File: src/rtl/dmux16_stream_if.sv
// Handshake bundle for dmux16_stream: one input port, two output ports.
// master = word producer/consumers side, slave = the demux block.
interface dmux16_stream_if;
  logic [15:0] in_data;
  logic        in_sel;
  logic        in_valid;
  logic        in_ready;
  logic [15:0] a_data;
  logic        a_valid;
  logic        a_ready;
  logic [15:0] a_count;
  logic [15:0] b_data;
  logic        b_valid;
  logic        b_ready;
  logic [15:0] b_count;

  modport master (
    output in_data, in_sel, in_valid,
    input  in_ready,
    input  a_data, a_valid, a_count,
    output a_ready,
    input  b_data, b_valid, b_count,
    output b_ready
  );

  modport slave (
    input  in_data, in_sel, in_valid,
    output in_ready,
    output a_data, a_valid, a_count,
    input  a_ready,
    output b_data, b_valid, b_count,
    input  b_ready
  );
endinterface

File: src/rtl/dmux16_stream.sv
// Buffered 1-to-2 demux for 16-bit words, one register stage per output.
// Optional DMUX16_COUNT_EN adds per-output delivered-word counters.
module dmux16_stream (
  input logic            clk,
  input logic            rst_n,
  dmux16_stream_if.slave io
);
  typedef enum logic {EMPTY, FULL} st_t;

  st_t         a_st;
  st_t         b_st;
  logic [15:0] a_q;
  logic [15:0] b_q;
  logic        a_full;
  logic        b_full;
  logic        rdy;
  logic        acc;
  logic        drn_a;
  logic        drn_b;
  logic        ld_a;
  logic        ld_b;

  assign a_full = (a_st == FULL);
  assign b_full = (b_st == FULL);

  // x_ready feeds in_ready combinationally so a full slot reloads each cycle
  assign rdy   = io.in_sel ? (!b_full | io.b_ready)
                           : (!a_full | io.a_ready);
  assign acc   = io.in_valid & rdy;
  assign drn_a = a_full & io.a_ready;
  assign drn_b = b_full & io.b_ready;
  assign ld_a  = acc & !io.in_sel;
  assign ld_b  = acc & io.in_sel;

  always_ff @(posedge clk) begin
    if (!rst_n) begin
      a_st <= EMPTY;
      b_st <= EMPTY;
      a_q  <= 16'h0000;
      b_q  <= 16'h0000;
    end else begin
      if (ld_a) begin
        a_st <= FULL;
        a_q  <= io.in_data;
      end else if (drn_a) begin
        a_st <= EMPTY;
      end
      if (ld_b) begin
        b_st <= FULL;
        b_q  <= io.in_data;
      end else if (drn_b) begin
        b_st <= EMPTY;
      end
    end
  end

`ifdef DMUX16_COUNT_EN
  logic [15:0] a_cnt;
  logic [15:0] b_cnt;

  always_ff @(posedge clk) begin
    if (!rst_n) begin
      a_cnt <= 16'h0000;
      b_cnt <= 16'h0000;
    end else begin
      if (drn_a) a_cnt <= a_cnt + 16'h0001;
      if (drn_b) b_cnt <= b_cnt + 16'h0001;
    end
  end

  assign io.a_count = a_cnt;
  assign io.b_count = b_cnt;
`else
  assign io.a_count = 16'h0000;
  assign io.b_count = 16'h0000;
`endif

  assign io.in_ready = rdy;
  assign io.a_valid  = a_full;
  assign io.b_valid  = b_full;
  assign io.a_data   = a_q;
  assign io.b_data   = b_q;
endmodule
File: src/flat_wrapper.sv
// flat-port wrapper written by rule: the top's interface ports become plain ports
module dmux16_stream_flat 
  (clk, rst_n, io_in_data, io_in_sel, io_in_valid, io_in_ready, io_a_data, io_a_valid, io_a_count, io_a_ready, io_b_data, io_b_valid, io_b_count, io_b_ready);
  dmux16_stream_if io_i ();
  input logic clk;
  input logic rst_n;
  input wire logic [$bits(io_i.in_data)-1:0] io_in_data;
  input wire logic [$bits(io_i.in_sel)-1:0] io_in_sel;
  input wire logic [$bits(io_i.in_valid)-1:0] io_in_valid;
  output wire logic [$bits(io_i.in_ready)-1:0] io_in_ready;
  output wire logic [$bits(io_i.a_data)-1:0] io_a_data;
  output wire logic [$bits(io_i.a_valid)-1:0] io_a_valid;
  output wire logic [$bits(io_i.a_count)-1:0] io_a_count;
  input wire logic [$bits(io_i.a_ready)-1:0] io_a_ready;
  output wire logic [$bits(io_i.b_data)-1:0] io_b_data;
  output wire logic [$bits(io_i.b_valid)-1:0] io_b_valid;
  output wire logic [$bits(io_i.b_count)-1:0] io_b_count;
  input wire logic [$bits(io_i.b_ready)-1:0] io_b_ready;
  assign io_i.in_data = io_in_data;
  assign io_i.in_sel = io_in_sel;
  assign io_i.in_valid = io_in_valid;
  assign io_in_ready = io_i.in_ready;
  assign io_a_data = io_i.a_data;
  assign io_a_valid = io_i.a_valid;
  assign io_a_count = io_i.a_count;
  assign io_i.a_ready = io_a_ready;
  assign io_b_data = io_i.b_data;
  assign io_b_valid = io_i.b_valid;
  assign io_b_count = io_i.b_count;
  assign io_i.b_ready = io_b_ready;
  dmux16_stream u_core (.clk(clk), .rst_n(rst_n), .io(io_i));
endmodule
File: config.mk
export PLATFORM = sky130hd
export DESIGN_NAME = dmux16_stream_flat
export DESIGN_NICKNAME = d
export VERILOG_FILES = /design/src/rtl/dmux16_stream_if.sv /design/src/rtl/dmux16_stream.sv /design/src/flat_wrapper.sv
export SDC_FILE = /design/constraint.sdc
export NUM_CORES = 1
export LEC_CHECK = 0
export ABC_AREA = 1
export CAP_MARGIN = 20
export CORE_ASPECT_RATIO = 1.5
export CORE_MARGIN = 8
export CORE_UTILIZATION = 45
export DETAILED_ROUTE_END_ITERATION = 16
export PLACE_DENSITY = 0.95
export REMOVE_ABC_BUFFERS = 1
export SYNTH_ARGS = -nofsm -noshare
export SYNTH_HDL_FRONTEND = slang
export SYNTH_SLANG_ARGS = --single-unit
File: constraint.sdc
create_clock -name clk -period 3.3 [get_ports clk]
set_clock_uncertainty 0.1 [all_clocks]
set_input_delay 0.495 -clock clk [delete_from_list [all_inputs] [get_ports clk]]
set_output_delay 0.495 -clock clk [all_outputs]
set_load 0.005 [all_outputs]
==> results.sh <==
export IMPL_outcome="finished, final reports clean"
export IMPL_die_x_um=70.0
export IMPL_syn_avg_cell_area_um2=6.45
export IMPL_wl_per_cell_um=11.6
export IMPL_grt_max_degree=35
export IMPL_die_height_um=97.0
export IMPL_hold_viol=0
export IMPL_cts_setup_buffers=0
export IMPL_first_global_vias=1701
export IMPL_final_nets=377
export IMPL_slew_violations=0
export IMPL_maxCapViolations=0
export IMPL_ctsHoldBuffers=0
export IMPL_cts_buffer_depth=2
export IMPL_final_setup_worst_slack_ns=0.732
export IMPL_rows=29
export IMPL_grt_ovfl_total=0
export IMPL_syn_area_mm2=0.00197
export IMPL_port_buffers=56
export IMPL_path_cells="clkdlybuf4s50_1 > inv_1 > nand2_4 > nor2_1 > a31oi_1 > clkdlybuf4s50_1"
export IMPL_layout_common_cells="84 x inv_1, 68 x nand2_1, 56 x clkdlybuf4s50_1"
export IMPL_setup_violations=0
export IMPL_start_kind="input pin"
export IMPL_clkSinkCount=34
export IMPL_vias=1738
export IMPL_power_leakage_nw=1.35
export IMPL_crit_top_cell="clkdlybuf4s50_1"
export IMPL_cts_tree="done"
export IMPL_power_density_mw_per_mm2=382
export IMPL_htree_levels=2
export IMPL_crit_path_top_delay_cell="clkdlybuf4s50_1"
export IMPL_final_common_cell="inv_1"
export IMPL_crit_buf_inv=3
export IMPL_cts_root_buf="clkbuf_8"
export IMPL_cp_max_fo=19
export IMPL_viasPerCell=4.33
export IMPL_dp_cells=394
export IMPL_first_pass_iters=5
export IMPL_drtIter0Drc=58
export IMPL_boundaryPins=89
export IMPL_ys_seq_elements=34
export IMPL_wl_mm=4.63
export IMPL_dieArea_mm2=0.00679
export IMPL_grt_usage_pct=13.6
export IMPL_drc=0
export IMPL_ir_drop_mv=0.239
export IMPL_worst_slew_pin_slew_ns=0.718
export IMPL_post_route_min_period_ns=2.57
export IMPL_required_ns=2.70
export IMPL_critPathArrivalTime_ns=1.97
export IMPL_pre_cts_slack_ns=0.728
export IMPL_rsz0062_at_grt="no"
export IMPL_timing_final_crit_share_pct=77.8
export IMPL_worstSkewPairLatency_ns=0.27
export IMPL_crit_path_end_kind="output port"
export IMPL_yosys_warnings=0
export IMPL_crit_type="input pin to output port"
export IMPL_slew_headroom_pct=52.0
export IMPL_stdcell_count=401
export IMPL_final_util_pct=58.8
export IMPL_syn2layout_area_growth_pct=25.7
export IMPL_synth_distinct_cells=16
export IMPL_hpwlAfterDp_mm=3.74
export IMPL_setup_tns_ns=0
export IMPL_cts_buffers=5
export IMPL_ant_nets=0
export IMPL_core_area_mm2=0.00421
export IMPL_clkSlewWorstSetupHoldPaths_ns=0.06
export IMPL_gp_congestion=0.782
export IMPL_layout_drive_gt1_share_pct=3.66
export IMPL_antenna_found_initial=0
export IMPL_diodes=0
export IMPL_fmaxAchievable_ghz=0.389
export IMPL_initial_core_util_pct=46.8
export IMPL_hold_class="register to register"
export IMPL_grt_first_pass_wirelength_mm=7.80
export IMPL_cp_slowest_stage_delay_ns=0.56
export IMPL_crit_family="buffers and inverters"
export IMPL_cts_resized=0
export IMPL_synth_cells=305
export IMPL_ys_seq_area_share_pct=34.6
==> cells in the mapped netlist (all sizes together) <==
cell type,number,share of area (%)
a31oi,1,0.32
buf,45,16
clkbuf,2,0.38
conb,1,0.19
dfxtp,34,35
inv,85,16
nand2,70,14
nand3,2,1.8
nand4,32,10
nor2,33,6.3
==> state kept, by name, indices dropped and copies added, names as in the netlist <==
register	count
u_core.io.b_data	16
u_core.io.a_valid	1
u_core.io.a_data	16
u_core.io.b_valid	1
==> worst paths after layout <==
kind	startpoint	endpoint	slack, ns	depth (start not counted)
setup / recovery	io_a_ready	io_in_ready	0.73	6
hold / removal	u_core.io.a_data[5]	u_core.io.a_data[5]	0.41	4
setup reg to reg	u_core.io.b_valid	u_core.io.b_data[0]	1.99	5
hold reg to reg	u_core.io.a_data[5]	u_core.io.a_data[5]	0.41	4
==> worst reg2reg max path: stages, from the launching register on <==
cell and delay (ns):
dfxtp_1 0.33, nand2_2 0.28, nand3_4 0.27, nand2_1 0.13, inv_1 0.04, nor2_1 0.10
==> layout make-up <==
| class | count | area [um2] |
|---|---|---|
| Fill cell | 377 | 1730 |
| Inverter | 85 | 319 |
| Clock buffer | 7 | 76.3 |
| Multi-Input combinational cell | 170 | 758 |
| Tap cell | 46 | 57.6 |
| Timing Repair Buffer | 59 | 583 |
| Sequential cell | 34 | 681 |
==> cell families (layout without fill, tap and decap cells) <==
group / Yosys count / in the layout / share of synthesized area [%]
AO/OA/AOI/OAI: 1 / 1 / 0.318
buffers and inverters: 132 / 151 / 32.8
flip-flops: 34 / 34 / 34.6
other: 1 / 32 / 0.191
AND/OR/NAND/NOR: 137 / 137 / 32.1
==> layer usage <==
metal | up-vias | routed length, um | share of wire (%) | track usage, %
li1 | 924 | - | - | -
met1 | 735 | 1660 | 36 | 13.3
met2 | 65 | 2480 | 54 | 24.2
met3 | 14 | 313 | 6.8 | 4.09
met4 | 0 | 176 | 3.8 | 8.07
met5 | - | 0 | 0 | 0
==> metrics by stage <==
| stage | area, um2 | hold WS, ns | total power [mW] |
|---|---|---|---|
| 6_report | 2470 | 0.409 | 0.945 |
| 5_1_grt | 2470 | 0.435 | 1.01 |
| 4_1_cts | 2470 | 0.413 | 0.957 |
| 3_5_place_dp | 2400 | 0.401 | 0.678 |
| 3_3_place_gp | 2400 | 0.394 | 0.671 |
| 2_1_floorplan | 1760 | 0.403 | 0.559 |
==> power by group <==
part / internal (mW) / switching [mW] / total, mW / leakage [nW]
sequential: 0.440 / 0.0147 / 0.454 / 0.281
combinational: 0.107 / 0.108 / 0.215 / 1.03
clock: 0.145 / 0.131 / 0.275 / 0.0383
total: 0.692 / 0.253 / 0.945 / 1.35
No activity file was read; power rests on OpenSTA's default activity.
